==> src/rtl/ecc_scrubber.sv <==
// ecc_scrubber: background scrubber for a SECDED (13-bit codeword, 8 data bits) word memory.
// Walks addresses 0..DEPTH-1 when started, reads each codeword, writes back the corrected
// codeword on a single-bit error, counts corrected and uncorrectable words, and captures the
// address of the first uncorrectable word. Yields the memory port whenever host_busy_i is high.
//
// Ports:
//   clk_i, rst_ni        clock, asynchronous active-low reset
//   start_i              one-cycle pulse, starts a pass when idle
//   clear_i              zeroes counters, err_valid_o and err_addr_o
//   host_busy_i          host owns the memory this cycle
//   mem_re_o, mem_we_o   registered read / write strobes (never both high)
//   mem_addr_o           registered access address
//   mem_wdata_o          registered corrected codeword for write-back
//   mem_rdata_i          read codeword, decoded in the cycle mem_re_o is high
//   busy_o, done_o       pass in progress / one-cycle end-of-pass pulse
//   corr_count_o         saturating count of corrected words
//   uncorr_count_o       saturating count of uncorrectable words
//   err_valid_o          err_addr_o holds a captured address
//   err_addr_o           address of the first uncorrectable word since clear
module ecc_scrubber #(
    parameter int unsigned DEPTH  = 16,
    parameter int unsigned ADDR_W = 4,
    parameter int unsigned CNT_W  = 8
) (
    input  logic              clk_i,
    input  logic              rst_ni,
    input  logic              start_i,
    input  logic              clear_i,
    input  logic              host_busy_i,
    output logic              mem_re_o,
    output logic              mem_we_o,
    output logic [ADDR_W-1:0] mem_addr_o,
    output logic [12:0]       mem_wdata_o,
    input  logic [12:0]       mem_rdata_i,
    output logic              busy_o,
    output logic              done_o,
    output logic [CNT_W-1:0]  corr_count_o,
    output logic [CNT_W-1:0]  uncorr_count_o,
    output logic              err_valid_o,
    output logic [ADDR_W-1:0] err_addr_o
);

    typedef enum logic [1:0] {StIdle, StRd, StChk, StWb} state_e;

    localparam logic [ADDR_W-1:0] LastAddr = ADDR_W'(DEPTH - 1);
    localparam logic [CNT_W-1:0]  CntMax   = '1;

    state_e              state_q;
    logic [ADDR_W-1:0]   addr_q;
    logic                mem_re_q, mem_we_q, busy_q, done_q, err_valid_q;
    logic [ADDR_W-1:0]   mem_addr_q, err_addr_q;
    logic [12:0]         mem_wdata_q;
    logic [CNT_W-1:0]    corr_q, uncorr_q;

    logic [3:0]  syndrome;
    logic        par, correctable, uncorrectable, advance;
    logic [12:0] fixed;

    // SECDED decode of the word being returned during CHK.
    always_comb begin
        syndrome = 4'd0;
        for (int unsigned i = 1; i < 13; i++) begin
            if (mem_rdata_i[i]) syndrome = syndrome ^ 4'(i);
        end
        par           = ^mem_rdata_i;
        // Syndromes 13..15 point outside the codeword, so they cannot be a single error.
        correctable   = par && (syndrome < 4'd13);
        uncorrectable = (par && (syndrome >= 4'd13)) || (!par && (syndrome != 4'd0));
        // Syndrome 0 with odd parity flips bit 0, the overall parity bit.
        fixed         = correctable ? (mem_rdata_i ^ (13'd1 << syndrome)) : mem_rdata_i;
        advance       = ((state_q == StChk) && !correctable) ||
                        ((state_q == StWb) && !host_busy_i);
    end

    always_ff @(posedge clk_i or negedge rst_ni) begin
        if (!rst_ni) begin
            state_q     <= StIdle;
            addr_q      <= '0;
            mem_re_q    <= 1'b0;
            mem_we_q    <= 1'b0;
            mem_addr_q  <= '0;
            mem_wdata_q <= '0;
            busy_q      <= 1'b0;
            done_q      <= 1'b0;
            corr_q      <= '0;
            uncorr_q    <= '0;
            err_valid_q <= 1'b0;
            err_addr_q  <= '0;
        end else begin
            mem_re_q <= 1'b0;
            mem_we_q <= 1'b0;
            done_q   <= 1'b0;

            case (state_q)
                StIdle: begin
                    // A start coinciding with the done pulse is dropped.
                    if (start_i && !done_q) begin
                        addr_q  <= '0;
                        busy_q  <= 1'b1;
                        state_q <= StRd;
                    end
                end
                StRd: begin
                    if (!host_busy_i) begin
                        mem_re_q   <= 1'b1;
                        mem_addr_q <= addr_q;
                        state_q    <= StChk;
                    end
                end
                StChk: begin
                    if (correctable) begin
                        mem_wdata_q <= fixed;
                        state_q     <= StWb;
                    end
                end
                StWb: begin
                    // mem_addr_q still holds this word's address from the read.
                    if (!host_busy_i) mem_we_q <= 1'b1;
                end
                default: state_q <= StIdle;
            endcase

            if (advance) begin
                if (addr_q == LastAddr) begin
                    state_q <= StIdle;
                    busy_q  <= 1'b0;
                    done_q  <= 1'b1;
                end else begin
                    addr_q  <= addr_q + 1'b1;
                    state_q <= StRd;
                end
            end

            // clear overrides any same-cycle increment or capture.
            if (clear_i) begin
                corr_q      <= '0;
                uncorr_q    <= '0;
                err_valid_q <= 1'b0;
                err_addr_q  <= '0;
            end else if (state_q == StChk) begin
                if (correctable && (corr_q != CntMax)) corr_q <= corr_q + 1'b1;
                if (uncorrectable) begin
                    if (uncorr_q != CntMax) uncorr_q <= uncorr_q + 1'b1;
                    if (!err_valid_q) begin
                        err_valid_q <= 1'b1;
                        err_addr_q  <= addr_q;
                    end
                end
            end
        end
    end

    assign mem_re_o       = mem_re_q;
    assign mem_we_o       = mem_we_q;
    assign mem_addr_o     = mem_addr_q;
    assign mem_wdata_o    = mem_wdata_q;
    assign busy_o         = busy_q;
    assign done_o         = done_q;
    assign corr_count_o   = corr_q;
    assign uncorr_count_o = uncorr_q;
    assign err_valid_o    = err_valid_q;
    assign err_addr_o     = err_addr_q;

endmodule

==> config.mk <==
export PLATFORM = sky130hd
export DESIGN_NAME = ecc_scrubber
export DESIGN_NICKNAME = d
export VERILOG_FILES = /design/src/rtl/ecc_scrubber.sv
export SDC_FILE = /design/constraint.sdc
export NUM_CORES = 1
export LEC_CHECK = 0
export BUFFER_PORTS_ARGS = -buffer_cell sky130_fd_sc_hd__buf_2
export CAP_MARGIN = 20
export CORE_MARGIN = 2
export CORE_UTILIZATION = 57
export CTS_BUF_LIST = sky130_fd_sc_hd__clkbuf_4
export DETAILED_ROUTE_END_ITERATION = 16
export GPL_TIMING_DRIVEN = 0
export PLACE_DENSITY = 0.83
export SKIP_LAST_GASP = 1
export SYNTH_ARGS = -nofsm -noshare
export SYNTH_HDL_FRONTEND = slang
export SYNTH_SLANG_ARGS = --single-unit
==> constraint.sdc <==
create_clock -name clk_i -period 6.4 [get_ports clk_i]
set_input_delay 1.28 -clock clk_i [delete_from_list [all_inputs] [get_ports clk_i]]
set_output_delay 1.28 -clock clk_i [all_outputs]
set_load 0.05 [all_outputs]
==> results.md <==
- Remaining antenna violation count after routing: 0
- Clk root buf: clkbuf_4
- Number of global-route vias before repair: between 2,000 and 2,500
- WP data required: 6660 ps
- Simple-gate area share of the yosys netlist: 19.5%
- Die H: ~75 um
- NetSw: around 680 uW
- Register clock-pin slew on the reported worst setup and hold paths: 140 ps
- Final worst setup slack: 3110 ps
- Crit end category: flip-flop
- Initial antenna violation count: 0
- Mux contribution to synthesized area: ~5.9%
- Pint: 760 uW
- Post-CTS Setup Inserts: 0
- Vias/cell: 5.26
- Flops & latches, synth: 48
- Crit path kind: in -> reg
- Grt met1 use: 29.7%
- Post-CTS resize count: 0
- Final Instance Area: roughly 3400 um^2
- Pwr dens: around 430 nW/um^2
- Vias: 2,244
- Core occupancy in the finished layout: 70.6%
- MaxCap Viol Count: 0
- Bufs on Longest Clock Path: 2
- Final Slew Violations: 0
- TritonCTS buffer count: 5
- Syn-to-layout area delta: 17.4%
- Placed cells: 418
- TritonCTS clock tree: built
- First-pass GRT wire length: 9540 um
- YS warnings: 0
- Highest clock rate: 304 MHz
- Critical Path Fanout Max: 9
- Hold Path Class: reg -> reg
- Crit start category: primary input
- Synth Area in Compound Gates: 10.7%
- Core box area: 4790 um^2
- GRT Total Usage: between 20% and 30%
- Final Hold Vio Count: 0
- Remaining global-route overflow: 0
- Finish-stage setup viols: 0
- DR DRC count: 0
- Register area share after synthesis: 41.7%
- P_leak: about 1.6 nW
- Antenna diodes: 0
- Synth Flop Type: dfrtp_1
- Unrepaired setup endpoints after global routing: false
- Synth async-reset ratio: 100%
- Worst skew pair latency: 380 ps
- Area post-placement: 3250 um^2
- Top Usage Layer GRT: met2
- Final GP Congestion: 0.836
- Slew HR: a little over half
- Pre-CTS setup slack: between 2000 and 3000 ps
- Tmin final: 3290 ps
- Syn Inst Count: 293
- Setup TNS: 0 ps
- Met2 Usage GRT: a little over a third
- DRT iter0 DRCs: 103
- Post-Route Skew: 15.5 ps
- Clock share of power: 15.8%
- Outcome: complete, no violations
- Mapped Area: 2880 um^2
- Drt first pass iters: 4
- Tightest Pin Transition: 671 ps
- Hold-fix buffers, CTS: 0
- Number of synthesized flops with an enable pin: 0
- Critical path arrival: between 3000 and 4000 ps
- Syn_area_per_cell: 9.82 um^2
- Logic pwr share: 52.8%
- Initial Utilization: 60.1%
- Htree depth: 2
- Fin cells: about 430
- Fin crit share: 51.4%
- # nets final: about 390
- Site Rows: 25
- Largest family of logic cells by synthesized area: simple AND/OR/NAND/NOR gates
- I/O pin cnt: 60
- Met3 usage: under 10%
- Reg power frac: between 30% and 40%
- Yosys cell types: 46
- Die width: 75.1 um
- Dpl hpwl: 4240 um
- Share of cells above drive strength 1: 25.0%
- # port buffers: 58
- WL/cell: ~14 um
- Xor/xnor share of the synthesized area: 15.6%
- Max IR drop VDD: around 250 uV
- Die footprint: 5630 um^2
- Largest net degree at the start of global routing: 49
- Wirelength, routed: between 5000 and 6000 um
- Synth Area in Adders: 3.48%
- Sw Share: 47.2%
- Tot Pwr: 1.44 mW
- Net Count, Synth: roughly 320
- WHS: 493 ps
- Sink Count: 48
==> logic make-up (layout without fill, tap and decap cells) <==
group           Yosys count  after routing
mux                      16             16
flops                    48             48
buf+inv                  20             87
compound gates           47             47
simple gates            113            113
fa+ha+maj                 8              8
xor+xnor                 41             41
==> per-layer routing <==
layer	wire (um)	up-vias
met5	0	-
met4	97	0
met3	202	10
met2	2790	43
met1	2700	1054
li1	-	1137
==> state kept, by name, summed over array words and instances (netlist names) <==
name            cells
done_o              1
state_q             2
addr_q              4
err_valid_o         1
corr_count_o        8
err_addr_o          4
mem_we_o            1
busy_o              1
mem_re_o            1
uncorr_count_o      8
mem_wdata_o        13
mem_addr_o          4
==> power groups by stage <==
stage               logic, mW  registers [mW]  clock network, mW
finish                  0.760           0.453              0.227
global route            0.827           0.465              0.245
CTS                     0.762           0.454              0.231
detailed placement      0.753           0.460                  0
global placement        0.736           0.456                  0
floorplan               0.353           0.695                  0
==> final cells by class <==
cell class	count	area [um^2]
multi-input cells	225	1590
fillers	393	1410
flip-flops and latches	48	1200
repair buffers	59	310
well taps	67	83.8
clock inverters	3	68.8
plain buffers	9	46.3
inverters	11	41.3
clock buffers	5	37.5
==> worst max-delay path, stage by stage <==
cell and delay, ps:
buf_2 140, xnor2_4 260, xnor3_1 450, or2_1 240, buf_6 140, a21boi_4 150, nor3_4 380, nand4_1 170
mux2_1 330
==> path summary, 6_finish.rpt <==
path,startpoint,endpoint,slack (ps),cells past startpoint
worst max-delay path,mem_rdata_i[9],corr_count_o[4],3110,9
worst min-delay path,mem_addr_o[2],mem_addr_o[2],490,2
worst max register to register,state_q[0],uncorr_count_o[5],4130,8
worst min register to register,mem_addr_o[2],mem_addr_o[2],490,2
max in group asynchronous,rst_ni,addr_q[2],5180,2
min in group asynchronous,rst_ni,mem_wdata_o[5],740,1
==> placed cells by master, fill, tap and decap left out, types with 2 or more instances in the layout <==
master     count
mux2_1         3
clkbuf_1       4
clkbuf_4       5
o21ai_0        5
nor4_1         3
xor2_1         4
and3_1        11
ha_1           8
nand4_1        6
xnor2_1       30
nor2b_1        8
a22o_1         2
a21boi_0       2
xnor2_2        2
buf_2         62
inv_1         11
mux2_2         5
nand2_1        9
mux2i_1        8
or3_1          2
dfrtp_1       48
nand3_1        7
a31o_2         4
xnor3_1        4
a21oi_1       24
or4_1          2
nor3_1         4
nand2b_1       4
bufinv_16      2
nor2_1        51
==> Yosys cell counts, types with 5 or more instances <==
cell type  number  area (um^2)
nor2_1         51          191
dfrtp_1        48         1200
xnor2_1        30          263
a21oi_1        24          120
and3_1         11         68.8
inv_1          11         41.3
nand2_1         9         33.8
ha_1            8          100
mux2i_1         8         80.1
nor2b_1         8         50.1
nand3_1         7         35.0
nand4_1         6         37.5
mux2_2          5         56.3
o21ai_0         5         25.0
Power figures use the tool's default switching activity.
